### src/rtl/fetch_buffer_if.sv
// Fetch-to-decode handshake bundle for the instruction fetch buffer.
// The master side is the fetch/decode pipeline; the slave side is the buffer itself.
interface fetch_buffer_if #(
    parameter int unsigned DEPTH = 4
);
    localparam int unsigned CW = $clog2(DEPTH) + 1;

    logic [31:0]   fetch_pc;
    logic [31:0]   fetch_instr;
    logic          fetch_valid;
    logic          fetch_ready;
    logic          flush;
    logic          dec_valid;
    logic [31:0]   dec_pc;
    logic [31:0]   dec_instr;
    logic          dec_ready;
    logic [CW-1:0] count;
    logic          align_err;

    modport master (
        output fetch_pc, fetch_instr, fetch_valid, flush, dec_ready,
        input  fetch_ready, dec_valid, dec_pc, dec_instr, count, align_err
    );

    modport slave (
        input  fetch_pc, fetch_instr, fetch_valid, flush, dec_ready,
        output fetch_ready, dec_valid, dec_pc, dec_instr, count, align_err
    );
endinterface

### src/rtl/fetch_buffer.sv
// Instruction fetch buffer: a small FIFO of {pc, instr} pairs between the fetch and decode
// stages. Back-pressures the PC when full and drops everything on a redirect flush.
module fetch_buffer #(
    parameter int unsigned DEPTH = 4
) (
    input  logic          clk,
    input  logic          reset,
    fetch_buffer_if.slave bus
);
    localparam int unsigned AW = (DEPTH > 1) ? $clog2(DEPTH) : 1;
    localparam int unsigned CW = $clog2(DEPTH) + 1;
    localparam logic [CW-1:0] FullCount = CW'(DEPTH);

    logic [31:0]   pc_mem    [DEPTH];
    logic [31:0]   instr_mem [DEPTH];

    logic [AW-1:0] wptr_q, wptr_d;
    logic [AW-1:0] rptr_q, rptr_d;
    logic [CW-1:0] count_q, count_d;
    logic          align_err_q, align_err_d;

    logic          fetch_ready;
    logic          dec_valid;
    logic          push;
    logic          pop;

    // Ready/valid come only from registered occupancy, never from dec_ready.
    assign fetch_ready = (count_q != FullCount);
    assign dec_valid   = (count_q != '0);
    assign push        = bus.fetch_valid & fetch_ready & ~bus.flush;
    assign pop         = dec_valid & bus.dec_ready & ~bus.flush;

    assign bus.fetch_ready = fetch_ready;
    assign bus.dec_valid   = dec_valid;
    assign bus.dec_pc      = dec_valid ? pc_mem[rptr_q] : 32'h0;
    assign bus.dec_instr   = dec_valid ? instr_mem[rptr_q] : 32'h0;
    assign bus.count       = count_q;
    assign bus.align_err   = align_err_q;

    always_comb begin
        wptr_d      = wptr_q;
        rptr_d      = rptr_q;
        count_d     = count_q;
        align_err_d = align_err_q;

        if (bus.flush) begin
            wptr_d  = '0;
            rptr_d  = '0;
            count_d = '0;
        end else begin
            if (push) begin
                wptr_d = wptr_q + 1'b1;
            end
            if (pop) begin
                rptr_d = rptr_q + 1'b1;
            end
            case ({push, pop})
                2'b10:   count_d = count_q + 1'b1;
                2'b01:   count_d = count_q - 1'b1;
                default: count_d = count_q;
            endcase
        end

        // Misaligned words are still stored; the flag just records that one went through.
        if (push && (bus.fetch_pc[1:0] != 2'b00)) begin
            align_err_d = 1'b1;
        end
    end

    always_ff @(posedge clk or posedge reset) begin
        if (reset) begin
            wptr_q      <= '0;
            rptr_q      <= '0;
            count_q     <= '0;
            align_err_q <= 1'b0;
        end else begin
            wptr_q      <= wptr_d;
            rptr_q      <= rptr_d;
            count_q     <= count_d;
            align_err_q <= align_err_d;
        end
    end

    always_ff @(posedge clk) begin
        if (push) begin
            pc_mem[wptr_q]    <= bus.fetch_pc;
            instr_mem[wptr_q] <= bus.fetch_instr;
        end
    end
endmodule

### src/flat_wrapper.sv
// flat-port wrapper written by rule: the top's interface ports become plain ports
module fetch_buffer_flat 
#(
    parameter int unsigned DEPTH = 4
)
  (clk, reset, bus_fetch_pc, bus_fetch_instr, bus_fetch_valid, bus_flush, bus_dec_ready, bus_fetch_ready, bus_dec_valid, bus_dec_pc, bus_dec_instr, bus_count, bus_align_err);
  fetch_buffer_if #(.DEPTH(DEPTH)) bus_i ();
  input  logic clk;
  input  logic reset;
  input wire logic [$bits(bus_i.fetch_pc)-1:0] bus_fetch_pc;
  input wire logic [$bits(bus_i.fetch_instr)-1:0] bus_fetch_instr;
  input wire logic [$bits(bus_i.fetch_valid)-1:0] bus_fetch_valid;
  input wire logic [$bits(bus_i.flush)-1:0] bus_flush;
  input wire logic [$bits(bus_i.dec_ready)-1:0] bus_dec_ready;
  output wire logic [$bits(bus_i.fetch_ready)-1:0] bus_fetch_ready;
  output wire logic [$bits(bus_i.dec_valid)-1:0] bus_dec_valid;
  output wire logic [$bits(bus_i.dec_pc)-1:0] bus_dec_pc;
  output wire logic [$bits(bus_i.dec_instr)-1:0] bus_dec_instr;
  output wire logic [$bits(bus_i.count)-1:0] bus_count;
  output wire logic [$bits(bus_i.align_err)-1:0] bus_align_err;
  assign bus_i.fetch_pc = bus_fetch_pc;
  assign bus_i.fetch_instr = bus_fetch_instr;
  assign bus_i.fetch_valid = bus_fetch_valid;
  assign bus_i.flush = bus_flush;
  assign bus_i.dec_ready = bus_dec_ready;
  assign bus_fetch_ready = bus_i.fetch_ready;
  assign bus_dec_valid = bus_i.dec_valid;
  assign bus_dec_pc = bus_i.dec_pc;
  assign bus_dec_instr = bus_i.dec_instr;
  assign bus_count = bus_i.count;
  assign bus_align_err = bus_i.align_err;
  fetch_buffer #(.DEPTH(DEPTH)) u_core (.clk(clk), .reset(reset), .bus(bus_i));
endmodule
### config.mk
export PLATFORM = sky130hd
export DESIGN_NAME = fetch_buffer_flat
export DESIGN_NICKNAME = d
export VERILOG_FILES = /design/src/rtl/fetch_buffer_if.sv /design/src/rtl/fetch_buffer.sv /design/src/flat_wrapper.sv
export SDC_FILE = /design/constraint.sdc
export NUM_CORES = 1
export LEC_CHECK = 0
export CAP_MARGIN = 20
export CORE_UTILIZATION = 35
export CTS_CLUSTER_SIZE = 8
export DETAILED_ROUTE_END_ITERATION = 12
export HOLD_SLACK_MARGIN = 0.08
export PLACE_DENSITY_LB_ADDON = 0.05
export SETUP_SLACK_MARGIN = 0.1
export SLEW_MARGIN = 20
export SYNTH_ARGS = -nofsm -noshare
export SYNTH_HDL_FRONTEND = slang
export SYNTH_SLANG_ARGS = --single-unit
### constraint.sdc
create_clock -name clk -period 2.56 [get_ports clk]
set_input_delay 0.384 -clock clk [delete_from_list [all_inputs] [get_ports clk]]
set_output_delay 0.384 -clock clk [all_outputs]
set_load 0.05 [all_outputs]
; Word-level counts from Yosys, hierarchy flattened
; Memory sizes are Yosys's and may differ from the RTL's.
; Cells that the tools add are included.
[op_classes]
bitwise_logic = 5
add_sub_neg = 4
n_eq_ne = 3
n_reduce_logical = 6
muxes = 10
[op_table]
columns = operator, n
row1 = 32-bit 2-to-1 mux, 2
row2 = 2-bit 2-to-1 mux, 4
row3 = 3-bit one-hot mux with 2 select lines, 1
row4 = 2-bit nonzero test, 3
row5 = 3-bit nonzero test, 2
row6 = 2-bit by 1-bit adder with 2-bit output (second input constant), 2
row7 = 1-bit AND, 4
row8 = 3-bit by 1-bit adder with 3-bit output (second input constant), 1
row9 = 3-bit 2-to-1 mux, 1
row10 = 3-bit inequality test (second input constant), 1
row11 = 3-bit by 1-bit subtractor with 3-bit output (second input constant), 1
row12 = 2-bit by 1-bit equality test with 1-bit output (second input constant), 1
row13 = 2-bit equality test (second input constant), 1
row14 = 1-bit 2-to-1 mux, 2
row15 = 1-bit logical AND, 1
row16 = 1-bit inverter, 1
[word_totals]
wordCells = 34
mem_count = 2
output_inout_bits = 70
register_bits = 8
inputBits = 69
ram_bits = 256
[memory_table]
columns = name, words, word_bits, rd, rd_ports_with_merged_regs, wr, line
row1 = u_core.instr_mem, 4, 32, 1, 0, 1, fetch_buffer.sv:15  ; logic [31:0] instr_mem [DEPTH];
row2 = u_core.pc_mem, 4, 32, 1, 0, 1, fetch_buffer.sv:14  ; logic [31:0] pc_mem [DEPTH];

; Depth between registers and ports, before layout
[logic_depth]
word_depth = 6
depth_mapped = 7
ltp_nobuf = 6

; Worst setup path before layout
; OpenSTA, ideal clock, no wires.
[synth_timing]
path_type = register to register
startpoint = reg u_core.count_q[0] (netlist: u_core.bus.count[0])
endpoint = mem u_core.instr_mem[0][0], enable pin
path_stages_with_launch = 5
n_path_buf = 1
t_required_ns = 2.131
setup_ns = 0.429
synth_period_minus_slack_ns = 3.158
slack_ns = -0.598
t_arrival_ns = 2.729
path_cell_list = dfrtp_1 clkbuf_2 nor3b_1 nor2_1 and2_1
[synth_between]
elab_chain_cells = 5
[synth_rtl]
columns = element, line
row1 = from (decl), fetch_buffer.sv:19  ; logic [CW-1:0] count_q, count_d;
row2 = from (signal assigned), fetch_buffer.sv:79  ; count_q <= count_d;
row3 = 3-bit inequality test, fetch_buffer.sv:28  ; assign fetch_ready = (count_q != FullCount);
row4 = 1-bit AND (2 in series), fetch_buffer.sv:30  ; assign push = bus.fetch_valid & fetch_ready & ~bus.flush;
row5 = 1-bit 2-to-1 mux, fetch_buffer.sv:85  ; if (push) begin
row6 = 1-bit 2-to-1 mux (not written as such), fetch_buffer.sv:87  ; instr_mem[wptr_q] <= bus.fetch_instr;
row7 = to (decl), fetch_buffer.sv:15
; Every way passes these cells.

; Worst setup path after layout
[layout_timing]
startpoint = reg u_core.rptr_q[0]
endpoint = out bus_dec_instr[31]
[layout_between]
elab_chain_cells = 2
[layout_rtl]
columns = element, line
row1 = from (decl), fetch_buffer.sv:18  ; logic [AW-1:0] rptr_q, rptr_d;
row2 = from (signal assigned), fetch_buffer.sv:78  ; rptr_q <= rptr_d;
row3 = memory read 4 x 32 bit, n/a
row4 = 32-bit 2-to-1 mux, fetch_buffer.sv:36  ; assign bus.dec_instr = dec_valid ? instr_mem[rptr_q] : 32'h0;
row5 = to (decl), flat_wrapper.sv:18  ; output wire logic [$bits(bus_i.dec_instr)-1:0] bus_dec_instr;
; Every way passes these cells.

==> results.toml <==
[run_status]
status = "completed"

[critical_path]
r2r_slack_ns = 0.31
endpoint_kind = "output pin"
start_kind = "flop"
crit_type = "flop to output pin"
cp.arrival_ns = 2.12
critPathMaxFanout = 7
critPathRequiredTime_ns = 2.18

[cts]
cts_buffer_depth = 3
cts_tree = "done"
cts_root_buf = "clkbuf_16"
clk_pin_slew_ns = 0.05
numCtsBuffers = 38
htreeDepth = 2
clock-sinks = 264
clock_latency_ns = 0.50

[sta]
clock.fmax_mhz = 398.7
max_slew.worst_pin.slew_ns = 0.5615
clock_skew_ns = 0.01580
rsz0062_at_grt = "true"
setup_viol = 0
period_minus_slack_ns = 2.508
setup_tns_ns = 0
drv_slew = 0
hold_viol = 0
min_period_over_period_pct = 97.96
slew_headroom_pct = 62.45
setup_slack_ns = 0.05215

[power]
p_total_mw = 14.15
peakVddDrop_mv = 0.4892
p_per_area_mw_per_mm2 = 998.0
leakagePower_nw = 4.769

[drt]
drt_iter0_drc = 266
vias_per_cell = 4.949
drc = 0
drt.antenna.violating_nets = 0
drt-total-wl_um = 24270
wire_per_inst_um = 22.66
first_pass_iters = 4
vias = 5300

[floorplanning]
die-area_mm2 = 0.03004
row_count = 62
die_w_um = 173.3
start_util_pct = 35.69
die_h_um = 173.3
core_area_mm2 = 0.02878
ioPinCount = 139

[synthesis]
ys_ff_latch = 264
yosysTopAreaCell = "edfxtp_1"
synth_cells = 474
syn_area_mm2 = 0.01027
seq_area_frac_synth_pct = 76.78
synth_top_area_share_pct = 74.84
ys.flop_type = "edfxtp_1"
synth_edf_count = 256
avgSynthCellArea_um2 = 21.67
synth_cell_types = 37
synthTopCellsByArea = "edfxtp_1, mux4_2, and2_1, dfrtp_1, buf_6"
ys_warn_count = 0
async_flop_share_pct = 3.030
syn-num-nets = 548

[placed_design]
dp.cells = 997
dpl_cell_area_mm2 = 0.01223
gp_congestion = 0.6888
dpl_worst_slack_ns = 0.1949
place_hpwl_um = 13160
io_buffers = 138

[finish]
final_cells = 1071
final_area_mm2 = 0.01418
nets = 747
fillers = 2383
area_growth_pct = 38.05
multiInputGateArea_mm2 = 0.002407
register_area_mm2 = 0.007899
drive_gt1_share_pct = 41.92
n_antenna_cell = 0
final_common_cell = "edfxtp_1"
final_cell_mix = "edfxtp_1, clkdlybuf4s50_1, mux4_2, and2_4, buf_8"

[grt]
gr-usage-all-layers_pct = 16.24
grt_pass1_wl_um = 35970
grt-ovfl-total = 0
grt_pass1_vias = 5846
grt_max_degree = 30
antenna_found_initial = 0

[hold_path]
hold_class = "primary input to asynchronous set/reset pin"

[flow_run]
cap_violations = 0
stage by stage:
| step | hold slack [ns] | utilization, % |
|---|---|---|
| 2_1_floorplan | 0.1997 | - |
| 3_3_place_gp | 0.5022 | 42.50 |
| 3_5_place_dp | 0.5038 | 42.50 |
| 4_1_cts | 0.1775 | 47.20 |
| 5_1_grt | 0.1943 | 49.27 |
| 6_report | 0.1709 | 49.27 |
worst paths after layout:
path	start	to	cells past startpoint
max	u_core.rptr_q[0]	bus_dec_instr[31]	5
min	reset	u_core.bus.align_err	2
max reg2reg	u_core.bus.count[0]	u_core.bus.count[2]	5
min reg2reg	u_core.bus.align_err	u_core.bus.align_err	1
max in group asynchronous	reset	u_core.rptr_q[0]	2
min in group clk	u_core.bus.align_err	u_core.bus.align_err	1
logic make-up (layout without fill, tap and decap cells):
| logic type | after synthesis | count (layout) | share of synthesized area (%) |
|---|---|---|---|
| flip-flops | 264 | 264 | 76.78 |
| AND/OR/NAND/NOR | 88 | 92 | 5.213 |
| multiplexers | 65 | 65 | 14.14 |
| buffers and inverters | 32 | 241 | 1.778 |
| AO/OA/AOI/OAI | 18 | 18 | 1.230 |
| adder cells (fa/ha/maj) | 5 | 5 | 0.6821 |
| XOR/XNOR | 2 | 2 | 0.1706 |
cells in the mapped netlist (2+ instances only):
library cell  instances
edfxtp_1            256
inv_1                 6
buf_6                 6
nand2_1               2
buf_2                 7
nor2_1                5
o21ai_0               2
a21oi_1               4
buf_4                 2
a21o_1                2
mux4_2               64
xor2_1                2
dfrtp_1               8
or2_2                 2
and2_1               68
nand3_1               3
nand2b_1              3
clkbuf_1             10
ha_1                  4
power by group:
group / switching (mW) / total [mW] / leakage, nW / internal (mW)
Sequential: 0.0751 / 4.99 / 2.42 / 4.92
Clock: 1.66 / 4.40 / 0.502 / 2.74
Combinational: 2.57 / 4.76 / 1.85 / 2.19
sequential cells by signal, indices dropped and copies added (netlist names):
signal	cells
u_core.instr_mem	128
u_core.pc_mem	128
u_core.bus.count	3
u_core.rptr_q	2
u_core.wptr_q	2
u_core.bus.align_err	1
what timing repair did:
item	in CTS	in global routing
pin swaps	1	3
hold buffers	0	0
cloned	4	7
buffers inserted	1	8
gates resized for setup	81	114
endpoints found under the setup margin	66	66
layout make-up:
class / count / share of cell area [%]
clock inverter: 1 / 0.06176
multi-input combinational: 182 / 16.98
sequential: 264 / 55.70
clock buffer: 53 / 7.253
timing repair buffer: 181 / 16.46
tap: 384 / 3.388
inverter: 6 / 0.1588
routing by layer:
| metal | share of wire [%] | vias to the layer above | track usage (%) |
|---|---|---|---|
| met3 | 5.1 | 37 | 3.531 |
| met1 | 42 | 2790 | 20.51 |
| met2 | 51 | 150 | 28.06 |
| li1 | - | 2323 | - |
| met5 | 0 | - | 0 |
| met4 | 1.8 | 0 | 4.720 |
worst max-delay path: stages (launching register included):
cell and delay, ns:
dfrtp_4 0.45, buf_4 0.16, clkbuf_16 0.18, mux4_2 0.51
and2_4 0.18, buf_8 0.14
Power figures use the tool's default switching activity.
==> patch 1 (config.mk and constraints unchanged) <==
`DEPTH` is set to 4 in 3 places; all go to 8.
--- a/src/rtl/fetch_buffer_if.sv
+++ b/src/rtl/fetch_buffer_if.sv
@@ -2,5 +2,5 @@
 // The master side is the fetch/decode pipeline; the slave side is the buffer itself.
 interface fetch_buffer_if #(
-    parameter int unsigned DEPTH = 4
+    parameter int unsigned DEPTH = 8
 );
     localparam int unsigned CW = $clog2(DEPTH) + 1;
--- a/src/rtl/fetch_buffer.sv
+++ b/src/rtl/fetch_buffer.sv
@@ -2,5 +2,5 @@
 // stages. Back-pressures the PC when full and drops everything on a redirect flush.
 module fetch_buffer #(
-    parameter int unsigned DEPTH = 4
+    parameter int unsigned DEPTH = 8
 ) (
     input  logic          clk,
--- a/src/flat_wrapper.sv
+++ b/src/flat_wrapper.sv
@@ -2,5 +2,5 @@
 module fetch_buffer_flat 
 #(
-    parameter int unsigned DEPTH = 4
+    parameter int unsigned DEPTH = 8
 )
   (clk, reset, bus_fetch_pc, bus_fetch_instr, bus_fetch_valid, bus_flush, bus_dec_ready, bus_fetch_ready, bus_dec_valid, bus_dec_pc, bus_dec_instr, bus_count, bus_align_err);
Interface: changed (resized bus_count); port bits go from 139 to 140. The function was not compared with the original's and may differ.
==> patch 1 against the unedited design <==
- the run now ends with negative setup slack left
- via count grew 82%
- largest power group unchanged
- clock skew shrank 0.0014 ns
- critical path depth grew 2
- worst setup slack lost 0.30 ns
- area after synthesis grew 96%
- wire length grew 92%
- final area grew 85%
- sequential share of layout area grew 4.0 points
- hold slack lost 0.039 ns
- sequential cell count grew 259
- power grew 87%
- critical endpoint is now bus_dec_pc[30]
==> patch 1: results (changes against the unedited design) <==
.. list-table::
   :header-rows: 1

   * - Metric
     - Value
   * - Status
     - finished, violations left
   * - Failing checks
     - negative setup slack
   * - Critical path fanouts, max
     - 5 (-2)
   * - Half-perimeter wire length after detailed placement
     - 25,600 um (+94%)
   * - Proportion of synthesized flip-flops having asynchronous set or reset
     - 0.0210 (-0.00927)
   * - Postcts setup bufs
     - 13 (+12)
   * - Pin count of the biggest net entering global routing
     - 41 (+37%)
   * - Leakage power
     - 0.00833 uW (+75%)
   * - Slowest cell on crit path
     - dfrtp_4
   * - Endpoint of the most critical setup path
     - bus_dec_pc[30]
   * - Worst reg-to-reg path cell count
     - 8 (+3)
   * - Share of synthesized area spent on multiplexers
     - 0.175 (+0.0331)
   * - Number of buffers added by the clock tree synthesis step
     - 75 (+97%)
   * - Most area-consuming cells after synthesis
     - edfxtp_1 76%, mux4_2 14%, mux2i_1 3.2%
   * - GR Util All Layers
     - 0.159 (-0.00327)
   * - Endpoint arrival time on the critical path
     - 2.42 ns (+0.30 ns)
   * - Wire length per cell
     - 23.9 um (+5.6%)
   * - Post-route setup TNS
     - -11.14 ns (-11.14 ns)
   * - Transition at the pin with the smallest max-transition slack
     - 0.516 ns (-0.0451 ns)
   * - Share of power burned in combinational logic
     - 0.302 (-0.034)
   * - Startpoint of the most critical register-to-register path
     - u_core.bus.count[1]$_DFFE_PP0P_
   * - Sequential power
     - 9770 uW (+96%)
   * - Register-to-register path setup slack
     - 0.22 ns (-0.09 ns)
   * - Vias in the first global route
     - 10,500 (+79%)
   * - H-tree levels
     - 3 (+1)
   * - Number of DRC markers in iteration 0
     - 488 (+83%)
   * - Number of enable flip-flop cells after synthesis
     - 512 (+100%)
   * - Worst-Skew Late Latency
     - 0.58 ns (+0.08 ns)
   * - Tightest hold margin
     - 0.132 ns (-0.0385 ns)
   * - R2R Path End
     - u_core.bus.count[3]$_DFFE_PP0P_
   * - Total nets after synthesis
     - 980 (+79%)
   * - Post-synthesis compound-gate area fraction
     - 0.00837 (-0.00393)
   * - Worst Setup Slack, final
     - -0.245 ns (-0.297 ns)
   * - Weighted congestion reported at the end of routability-driven placement
     - 0.713 (+3.4%)
   * - Fraction of the mapped netlist area in adder cells
     - 0.00248 (-0.00434)
   * - Internal power consumption
     - 18,700 uW (+90%)
   * - Crit-path max cell delay
     - 0.49 ns (-0.02 ns)
   * - Fillcell total
     - 4,785 (+100%)
   * - Endpoints failing setup
     - 64 (+64)
   * - Number of antenna violations at the first check in global routing
     - 2 (+2)
   * - Post-DR vias/cell
     - 4.95 (about the same)
   * - Number of instances resized during post-cts repair
     - 77 (-4.9%)
   * - Parity-gate share of the synthesized area counting xor and xnor cells
     - 0.00217 (+0.000464)
   * - Placed Instance Area
     - 23,100 um^2 (+89%)
## patch 1: cells by family after synthesis
family | after synthesis
compound gates | 20
flops | 523
simple gates | 108
buf+inv | 55
mux | 192
xor+xnor | 5
fa+ha+maj | 4
## patch 1: through the flow
stage	setup WS, ns	instances
floorplan	-1.01	907
global placement	0.131	1813
detailed placement	0.116	1813
CTS	-0.320	1929
global route	-0.343	1950
finish	-0.245	1950
## patch 1: metal layers
layer	global-route usage	vias to the layer above	share of wire
met5	0	-	0.00073
met4	0.0471	4	0.022
met3	0.0368	75	0.040
met2	0.274	199	0.51
met1	0.200	5053	0.42
li1	-	4317	-
## patch 1: final cells by class
class	count	area, um^2	area share
Sequential cell	523	15700	0.597
Multi-Input combinational cell	329	4550	0.173
Timing Repair Buffer	238	3000	0.114
Clock buffer	94	2030	0.0774
Tap cell	756	946	0.0360
Inverter	8	42.5	0.00162
Clock inverter	2	13.8	0.000524
==> patch 2 (same settings) <==
Without the edit above. Make the reset (`reset`) synchronous in one clocked block.
--- a/src/rtl/fetch_buffer.sv
+++ b/src/rtl/fetch_buffer.sv
@@ -68,5 +68,5 @@
     end
 
-    always_ff @(posedge clk or posedge reset) begin
+    always_ff @(posedge clk) begin
         if (reset) begin
             wptr_q      <= '0;
Behaviour: differs if reset is asserted again (counterexample within 4 cycles, from zero or initial values and one cycle with reset high); with reset held inactive, the same outputs for 4 cycles.
==> patch 2 against the unedited design <==
- wire length fell by 11%
- area after synthesis shrank 0.23%
- sequential cell count is 2 higher
- core utilization decreased by 1.7 points
- worst setup slack improved by 0.096 ns
- critical path depth is the same
- final cell count fell by 1.5%
- hold slack improved by 0.34 ns
- first-iteration DRC count is 11% lower
- final area decreased by 3.5%
- die area decreased by 0.23%
- critical path type unchanged
Power is not compared: it rests on default switching activity, and its combinational part moved more than twofold at a synthesized area within 25%.
==> patch 2: results (changes against the unedited design) <==
.. list-table::
   :header-rows: 1

   * - Metric
     - Value
   * - Half-perimeter wire length after detailed placement
     - 12,100 um (-8.3%)
   * - Category of cells accounting for the largest share of critical-path delay
     - buffers and inverters
   * - Post-Route Skew
     - 0.00987 ns (-0.00594 ns)
   * - Weighted congestion reported at the end of routability-driven placement
     - 0.691 (+0.26%)
   * - M1 GR Usage
     - 0.191 (-0.0137)
   * - Tightest hold margin
     - 0.506 ns (+0.335 ns)
   * - Layout cell share with drive strength beyond 1
     - 0.340 (-0.0789)
   * - Share of synthesized area spent on multiplexers
     - 0.142 (+0.000694)
   * - Vias in the first global route
     - 5,593 (-4.3%)
   * - Number of buffers added by the clock tree synthesis step
     - 39 (+2.6%)
   * - Number of DRC markers in iteration 0
     - 238 (-11%)
   * - Post-DR vias/cell
     - 4.76 (-3.9%)
   * - Post-synthesis compound-gate area fraction
     - 0.00574 (-0.00656)
   * - Fin nets
     - 729 (-2.4%)
   * - Most area-consuming cells after synthesis
     - edfxtp_1 75%, mux4_2 13%, and2_1 4.2%
   * - Wire length per cell
     - 20.5 um (-9.6%)
   * - Worst reg-to-reg path cell count
     - 9 (+4)
   * - Global Route met3 Usage
     - 0.0347 (-0.000566)
   * - Total nets after synthesis
     - 539 (-1.6%)
   * - Register-to-register path setup slack
     - 0.37 ns (+0.06 ns)
   * - Wire length on met2
     - 10,500 um (-15%)
   * - Fraction of the mapped netlist area in adder cells
     - 0.00806 (+0.00124)
   * - DR top layer
     - met4
   * - Routed metal-1 wire length
     - 9570 um (-5.9%)
   * - Startpoint of the most critical register-to-register path
     - u_core.bus.count[2]$_SDFFE_PP0P_
   * - Transition at the pin with the smallest max-transition slack
     - 0.499 ns (-0.0622 ns)
   * - Commonest cells in the synthesized netlist
     - 256 x edfxtp_1, 68 x and2_1, 60 x mux4_2
   * - Worst Setup Slack, final
     - 0.148 ns (+0.0958 ns)
   * - Placed Instance Area
     - 12,100 um^2 (-1.0%)
   * - Post-placement cell count
     - 984 (-1.3%)
   * - Sequential area share after synthesis
     - 0.770 (+0.00178)
   * - Number of antenna violations at the first check in global routing
     - 1 (+1)
   * - Crit-path max cell delay
     - 0.48 ns (-0.03 ns)
   * - Endpoint arrival time on the critical path
     - 2.03 ns (-0.09 ns)
   * - Parity-gate share of the synthesized area counting xor and xnor cells
     - 0.00342 (+0.00171)
   * - GR Layer Usage met2
     - 0.233 (-0.0478)
   * - Global-route wire length before repair
     - 32,600 um (-9.4%)
   * - Pin count of the biggest net entering global routing
     - 66 (+120%)
   * - Fillcell total
     - 2,399 (+0.67%)
   * - GR Util All Layers
     - 0.145 (-0.0178)
   * - Cell count after synthesis
     - 464 (-2.1%)
   * - Worst hold path class
     - primary input to flop
   * - Sum of met3 wire segment lengths after detailed routing
     - 1070 um (-14%)
   * - Critical path fanouts, max
     - 6 (-1)
   * - Distinct cell type count of the synthesized netlist
     - 25 (-32%)
   * - Status
     - finished clean
[patch 2: final timing paths]
check	to
setup reg to reg	u_core.bus.count[2]$_SDFFE_PP0P_
setup / recovery	bus_dec_instr[5]
hold reg to reg	u_core.bus.align_err$_SDFFE_PP0P_
hold / removal	u_core.pc_mem[1][8]$_DFFE_PP_
[patch 2: what timing repair did]
| action | CTS | global route |
|---|---|---|
| pin swaps | 0 | 0 |
| gates cloned | 0 | 5 |
| resized for setup | 3 | 77 |
| setup buffers | 5 | 3 |
| setup endpoints to repair | 63 | 63 |
[patch 2: layout make-up]
cell class,count,area [um^2],share of cell area
Clock inverter,1,7.51,0.000549
Tap cell,384,480,0.0351
Inverter,8,30.0,0.00219
Antenna cell,1,2.50,0.000183
Clock buffer,56,1080,0.0791
Multi-Input combinational cell,168,2200,0.160
Timing Repair Buffer,171,1990,0.146
Sequential cell,266,7900,0.577
